[src/rtl/instr_fetch.sv]
// Instruction-fetch initiator: sequential PC, prefetch FIFO of {pc, instr}, valid/ready output.
// Optional FETCH_PERF_EN adds saturating stall/flush performance counters.
module instr_fetch #(
    parameter logic [31:0] RESET_PC   = 32'h0000_0000,
    parameter int unsigned FIFO_DEPTH = 2
) (
    input  logic        clk,
    input  logic        rst_n,
    output logic [31:0] imem_addr,
    input  logic [31:0] imem_rdata,
    input  logic        redirect_valid,
    input  logic [31:0] redirect_pc,
    output logic        out_valid,
    input  logic        out_ready,
    output logic [31:0] out_instr,
    output logic [31:0] out_pc
`ifdef FETCH_PERF_EN
    ,
    output logic [31:0] perf_stall_cnt,
    output logic [31:0] perf_flush_cnt
`endif
);

    localparam int unsigned PW = (FIFO_DEPTH > 2) ? $clog2(FIFO_DEPTH) : 1;
    localparam int unsigned CW = PW + 1;
    localparam logic [CW-1:0] DEPTH_C = CW'(FIFO_DEPTH);

    logic [31:0]   fetch_pc_q, fetch_pc_d;
    logic [PW-1:0] wptr_q, wptr_d;
    logic [PW-1:0] rptr_q, rptr_d;
    logic [CW-1:0] count_q, count_d;
    logic [31:0]   pc_mem_q    [FIFO_DEPTH];
    logic [31:0]   instr_mem_q [FIFO_DEPTH];
    logic          push, pop;

    assign imem_addr = fetch_pc_q;
    assign out_valid = (count_q != '0);
    assign out_pc    = pc_mem_q[rptr_q];
    assign out_instr = instr_mem_q[rptr_q];

    // Pop is taken before the redirect flush so a consumed head is never replayed.
    always_comb begin
        pop        = out_valid & out_ready;
        push       = ~redirect_valid & ((count_q < DEPTH_C) | pop);
        fetch_pc_d = fetch_pc_q;
        wptr_d     = wptr_q;
        rptr_d     = rptr_q;
        count_d    = count_q;
        if (redirect_valid) begin
            fetch_pc_d = redirect_pc & ~32'h3;
            wptr_d     = '0;
            rptr_d     = '0;
            count_d    = '0;
        end else begin
            if (push) begin
                fetch_pc_d = fetch_pc_q + 32'd4;
                wptr_d     = wptr_q + 1'b1;
            end
            if (pop) begin
                rptr_d = rptr_q + 1'b1;
            end
            count_d = count_q + CW'(push) - CW'(pop);
        end
    end

    always_ff @(posedge clk or negedge rst_n) begin
        if (!rst_n) begin
            fetch_pc_q <= RESET_PC;
            wptr_q     <= '0;
            rptr_q     <= '0;
            count_q    <= '0;
            for (int unsigned i = 0; i < FIFO_DEPTH; i++) begin
                pc_mem_q[i]    <= '0;
                instr_mem_q[i] <= '0;
            end
        end else begin
            fetch_pc_q <= fetch_pc_d;
            wptr_q     <= wptr_d;
            rptr_q     <= rptr_d;
            count_q    <= count_d;
            if (push) begin
                pc_mem_q[wptr_q]    <= fetch_pc_q;
                instr_mem_q[wptr_q] <= imem_rdata;
            end
        end
    end

`ifdef FETCH_PERF_EN
    logic [31:0] stall_cnt_q, flush_cnt_q;

    assign perf_stall_cnt = stall_cnt_q;
    assign perf_flush_cnt = flush_cnt_q;

    always_ff @(posedge clk or negedge rst_n) begin
        if (!rst_n) begin
            stall_cnt_q <= '0;
            flush_cnt_q <= '0;
        end else begin
            if (out_valid && !out_ready && stall_cnt_q != '1) begin
                stall_cnt_q <= stall_cnt_q + 32'd1;
            end
            if (redirect_valid && flush_cnt_q != '1) begin
                flush_cnt_q <= flush_cnt_q + 32'd1;
            end
        end
    end
`endif

endmodule

[config.mk]
export PLATFORM = sky130hd
export DESIGN_NAME = instr_fetch
export DESIGN_NICKNAME = d
export VERILOG_FILES = /design/src/rtl/instr_fetch.sv
export SDC_FILE = /design/constraint.sdc
export NUM_CORES = 1
export LEC_CHECK = 0
export ABC_AREA = 1
export CAP_MARGIN = 10
export CORE_MARGIN = 2
export CORE_UTILIZATION = 53
export CTS_BUF_LIST = sky130_fd_sc_hd__clkbuf_4 sky130_fd_sc_hd__clkbuf_8
export DETAILED_ROUTE_END_ITERATION = 8
export PLACE_DENSITY = 0.83
export SLEW_MARGIN = 30
export SYNTH_ARGS = -nofsm -noshare
export SYNTH_HDL_FRONTEND = slang
export SYNTH_SLANG_ARGS = --single-unit
[constraint.sdc]
create_clock -name clk -period 2 [get_ports clk]
set_clock_uncertainty 0.2 [all_clocks]
set_input_delay 0.4 -clock clk [delete_from_list [all_inputs] [get_ports clk]]
set_output_delay 0.4 -clock clk [all_outputs]
set_load 0.03 [all_outputs]
==> results.py, run 1 <==
metrics = {
    "floorplan": {
        "die_h_um": 124,
        "io_pins": 165,
        "start_util_pct": 54.7,
        "core.rowCount": 43,
        "die-area_mm2": 0.0153,
        "core_area_mm2": 0.0139,
        "die_w_um": 124,
    },
    "sta": {
        "fin_crit_ns": 2.16,
        "fmax_mhz": 463,
        "timing.final.crit_share_pct": 108,
        "drv_slew": 0,
        "finalHoldViolations": 0,
        "fin_ws_ns": -0.159,
        "rsz0062_at_grt": "yes",
        "setup_viol": 62,
    },
    "placement": {
        "hpwl_um": 13700,
        "place_congestion": 0.952,
        "place_ws_ns": -0.186,
        "numPortBuffers": 158,
    },
    "cts": {
        "h-tree-depth": 4,
        "cts.reportedPaths.clkPinSlew_ns": 0.08,
        "root_buffer": "clkbuf_8",
        "cts.sinks": 158,
        "cts-buffers-inserted": 17,
        "clockBufferDepth": 2,
        "clk_latency_ns": 0.45,
        "cts_tree": "done",
    },
    "yosys": {
        "synthesis.area_mm2": 0.00762,
        "yosysMostFrequentCell": "nand2_1",
        "synthTopCellsByArea": "dfrtp_1, nand2_1, o21ai_1",
        "yosysUniqueCellTypes": 32,
        "syn_inst": 995,
        "synth_seq_cells": 158,
        "seq_area_frac_synth_pct": 51.9,
        "yosys.area.top_type_share_pct": 51.9,
        "synth_edf_count": 0,
        "synth_flop_cell": "dfrtp_1",
        "async_flop_share_pct": 100,
        "yosys_warnings": 0,
        "synth.avg_cell_area_um2": 7.65,
        "yosys-top-cells-count": "nand2_1, dfrtp_1, o21ai_1",
        "synth_top_area_cell": "dfrtp_1",
    },
    "cells_and_area": {
        "nets": 1245,
        "drive_gt1_share_pct": 20.9,
        "syn_to_final_growth_pct": 40.2,
        "utilization_pct": 76.6,
        "nFillCells": 1033,
        "diodes": 0,
    },
    "status": {
        "status": "finished, violations left",
        "violations": "setup timing",
    },
    "routing": {
        "route.detailed.drc": 0,
        "via_count": 7185,
        "wire_per_inst_um": 15.0,
        "drt_first_pass_iters": 5,
        "drtIter0Drc": 545,
        "viasPerCell": 5.26,
        "totalWireLength_um": 20500,
        "ant_nets": 0,
    },
    "worst_setup_path": {
        "cp.arrival_ns": 1.56,
        "crit_fanout": 7,
        "cp_data_required_time_ns": 1.40,
        "end_kind": "output pin",
        "rr_worst_depth": 8,
        "critPathLaunchType": "flop",
        "path_class": "reg2out",
    },
    "pwr": {
        "p_leak_nw": 5.30,
        "pwr_density_cell_mw_per_mm2": 1420,
        "ir_worst_vdd_uv": 629,
    },
    "grt": {
        "grt_start_max_net_pins": 57,
        "grt_overflow_total": 0,
        "antenna_found_initial": 0,
        "grt_pass1_wl_um": 32300,
        "grt_pass1_vias": 6668,
        "grtUsageTotal_pct": 27.4,
    },
    "job": {
        "maxCapViolCount": 0,
    },
    "min_path": {
        "hold_class": "in2async",
    },
}
## cells in the final DEF, fill, tap and decap left out, types with 7 or more instances in the layout
master,instances
a22oi_1,10
dfrtp_1,157
buf_4,35
buf_12,31
nor2_1,43
nand3_1,36
a21oi_1,9
nand2_2,66
o21ai_1,110
nor2_2,7
o21ai_0,32
inv_1,84
dlygate4sd2_1,22
clkbuf_8,19
buf_6,44
xor2_1,7
clkdlybuf4s50_1,64
nand2_1,341
nand2_4,15
## critical path, cell delays in order, from the launching register on
cell and delay [ns]:
dfrtp_2 0.43, clkinv_4 0.11, buf_6 0.14, clkbuf_16 0.16, nand2_2 0.07, nand2_2 0.07
buf_6 0.14
## timing repair
item,CTS,global route
pin swaps,4,20
endpoints found under the hold margin,102,0
hold buffers,1,0
resized for setup,93,95
setup buffers,4,2
cloned,2,2
setup endpoints to repair,93,72
## logic make-up (layout without fill, tap and decap cells)
kind of cell	count (synthesis)	after routing	share of synthesized area, %
compound gates	169	169	11.7
buf+inv	140	329	7.85
simple gates	516	516	27.1
xor+xnor	8	8	0.920
other cells	1	4	0.0492
fa+ha+maj	3	3	0.493
flops	158	158	51.9
## metrics by stage
step / hold WS (ns) / std cells / TNS (ns) / cell area, um2 / power, mW
floorplan: -0.0956 / 998 / 0 / 7630 / 8.77
global placement: 0.120 / 1325 / -10.98 / 9690 / 11.5
detailed placement: 0.121 / 1325 / -13.24 / 9690 / 11.7
CTS: 0.198 / 1364 / -8.59 / 10400 / 14.7
global route: 0.223 / 1367 / -10.23 / 10700 / 16.1
finish: 0.209 / 1367 / -5.40 / 10700 / 15.1
## power breakdown
| part | leakage, nW | switching [mW] | internal [mW] |
|---|---|---|---|
| registers | 1.94 | 0.805 | 4.37 |
| logic | 3.14 | 4.16 | 3.18 |
| clock network | 0.219 | 1.14 | 1.46 |
## area by class of cell
| type | count | area (um2) | area share (%) |
|---|---|---|---|
| clock buffer | 22 | 284 | 2.66 |
| clock inverter | 10 | 161 | 1.51 |
| inverter | 88 | 335 | 3.14 |
| multi-input combinational | 700 | 3350 | 31.3 |
| sequential | 158 | 3960 | 37.0 |
| tap | 180 | 225 | 2.11 |
| timing repair buffer | 209 | 2370 | 22.2 |
## final timing paths
check                             start               to  slack (ns)
hold reg to reg            pc_mem_q[23]     pc_mem_q[23]        0.29
setup / recovery                 rptr_q    out_instr[21]       -0.16
hold / removal                    rst_n     pc_mem_q[28]        0.21
setup reg to reg           imem_addr[3]    imem_addr[30]        0.14
max in group asynchronous         rst_n  instr_mem_q[61]        0.78
min in group clk           pc_mem_q[23]     pc_mem_q[23]        0.29
## sequential cells by signal (all words and copies together), names as in the netlist
register and count:
wptr_q 1, count_q 2, instr_mem_q 64, rptr_q 1, imem_addr 30, pc_mem_q 60
## layer usage
layer,routed length (um),up-vias,track usage (%)
met2,9900,294,44.7
met3,1430,34,4.53
met1,8770,3379,37.4
met4,361,0,9.59
li1,-,3478,-
met5,0,-,0
Power figures use the tool's default switching activity.
==> run 2: changes to the inputs <==
--- a/config.mk
+++ b/config.mk
@@ -16,3 +16,4 @@
 export SYNTH_ARGS = -nofsm -noshare
 export SYNTH_HDL_FRONTEND = slang
 export SYNTH_SLANG_ARGS = --single-unit
+export TNS_END_PERCENT = 100
==> results of run 2 <==
No change in the layout: final DEF, timing and power equal those of run 1.
==> run 3: changes to the inputs <==
--- a/config.mk
+++ b/config.mk
@@ -16,4 +16,4 @@
 export SYNTH_ARGS = -nofsm -noshare
 export SYNTH_HDL_FRONTEND = slang
 export SYNTH_SLANG_ARGS = --single-unit
-export TNS_END_PERCENT = 100
+export TNS_END_PERCENT = 30
==> results.py, run 3 (synthesized netlist as in run 1, its figures left out) <==
metrics = {
    "status": {
        "status": "finished, violations left",
        "violations": "setup timing",
    },
    "pwr": {
        "combPwrFrac_pct": 47.7,
        "p_total_mw": 14.8,
        "power.net_switching_mw": 5.93,
        "pwr_density_cell_mw_per_mm2": 1410,
        "clkPwrFrac_pct": 17.6,
        "p_sw_share_pct": 40.2,
        "p_leak_nw": 5.26,
        "ir_worst_vdd_uv": 628,
        "power.internal_mw": 8.84,
        "seqPwrFrac_pct": 34.7,
    },
    "routing": {
        "wire_per_inst_um": 14.7,
        "ant_nets": 0,
        "viasPerCell": 5.15,
        "via_count": 7034,
        "drtIter0Drc": 566,
        "route.detailed.drc": 0,
        "drt_first_pass_iters": 5,
        "totalWireLength_um": 20100,
    },
    "sta": {
        "tns_ns": -6.48,
        "fin_crit_ns": 2.14,
        "rsz0062_at_grt": "yes",
        "fin_ws_ns": -0.143,
        "drv_slew": 0,
        "finalHoldViolations": 0,
        "timing.final.crit_share_pct": 107,
        "fmax_mhz": 467,
        "setup_viol": 62,
    },
    "floorplan": {
        "core_area_mm2": 0.0139,
        "die_w_um": 124,
        "io_pins": 165,
        "start_util_pct": 54.7,
        "die-area_mm2": 0.0153,
        "core.rowCount": 43,
        "die_h_um": 124,
    },
    "cells_and_area": {
        "top_register": "instr_mem_q",
        "final_common_cell": "nand2_1",
        "diodes": 0,
        "syn_to_final_growth_pct": 37.5,
        "final_cells": 1365,
        "nets": 1243,
        "drive_gt1_share_pct": 17.4,
        "final_area_mm2": 0.0105,
        "largest_reg_flops": 64,
        "final_cell_mix": "nand2_1, dfrtp_1, o21ai_1",
        "utilization_pct": 75.2,
    },
    "placement": {
        "place_congestion": 0.952,
        "numPortBuffers": 158,
        "dp.cells": 1325,
        "hpwl_um": 13700,
        "place_area_mm2": 0.00969,
    },
    "grt": {
        "grt_overflow_total": 0,
        "antenna_found_initial": 0,
        "grt_start_max_net_pins": 57,
        "grtUsageTotal_pct": 26.4,
        "grt_pass1_wl_um": 31100,
        "grt_pass1_vias": 6409,
    },
    "job": {
        "maxCapViolCount": 0,
    },
    "worst_setup_path": {
        "r2r_setup_slack_ns": 0.12,
        "crit_fanout": 8,
        "critPathLaunchType": "flop",
        "path_class": "reg2out",
        "cp_data_required_time_ns": 1.40,
        "end_kind": "output pin",
        "rr_worst_depth": 9,
        "r2r_start": "imem_addr[3]",
        "cp.arrival_ns": 1.54,
        "r2r-end": "imem_addr[20]",
    },
    "cts": {
        "cts-buffers-inserted": 17,
        "cts.reportedPaths.clkPinSlew_ns": 0.08,
        "h-tree-depth": 4,
        "clk_latency_ns": 0.45,
        "root_buffer": "clkbuf_8",
        "cts_tree": "done",
        "clockBufferDepth": 2,
        "cts.sinks": 158,
    },
    "min_path": {
        "hold_class": "in2async",
    },
}
run 3: how the worst max path moves through the flow:
stage,from,endpoint
6_report,rptr_q,out_pc[15]
5_1_grt,rptr_q,out_pc[15]
4_1_cts,rptr_q,out_pc[13]
3_5_place_dp,out_ready,count_q[1]
3_3_place_gp,out_ready,count_q[1]
2_1_floorplan,redirect_valid,count_q[1]
run 3: worst max-delay path, stage by stage, from the launching register on:
cell and delay (ns):
dfrtp_2 0.48, inv_8 0.15, clkbuf_16 0.18, nand2_1 0.07
nand2_2 0.08, buf_12 0.12
run 3: stage by stage:
stage	setup slack, ns	hold WS, ns
finish	-0.143	0.209
global route	-0.222	0.226
CTS	-0.174	0.198
detailed placement	-0.186	0.121
global placement	-0.159	0.120
floorplan	0.119	-0.0956
run 3: routing by layer:
layer | global-route usage, % | up-vias | wire length (um)
li1 | - | 3481 | -
met2 | 41.4 | 267 | 9620
met3 | 4.53 | 28 | 1330
met4 | 9.87 | 0 | 358
met1 | 36.9 | 3258 | 8760
met5 | 0 | - | 0
run 3: what timing repair did:
| item | CTS | global route |
|---|---|---|
| gates cloned | 0 | 6 |
| pin swaps | 0 | 5 |
| endpoints found under the hold margin | 102 | 0 |
| setup endpoints to repair | 93 | 72 |
| buffers inserted | 0 | 1 |
| gates resized for setup | 40 | 84 |
| hold buffers | 1 | 0 |
run 3: power groups by stage:
stage / combinational (mW) / clock (mW) / sequential (mW)
after floorplan: 3.61 / 0 / 5.16
after global placement: 6.44 / 0 / 5.07
after detailed placement: 6.53 / 0 / 5.12
after CTS: 6.52 / 2.64 / 5.07
after global routing: 7.65 / 2.80 / 5.26
final: 7.05 / 2.60 / 5.12
run 3: final cells by class:
class | count | area (um2)
multi-input cells | 700 | 3200
repair buffers | 207 | 2310
clock buffers | 22 | 284
clock inverters | 10 | 161
flip-flops and latches | 158 | 3960
fillers | 1072 | 3460
well taps | 180 | 225
inverters | 88 | 338
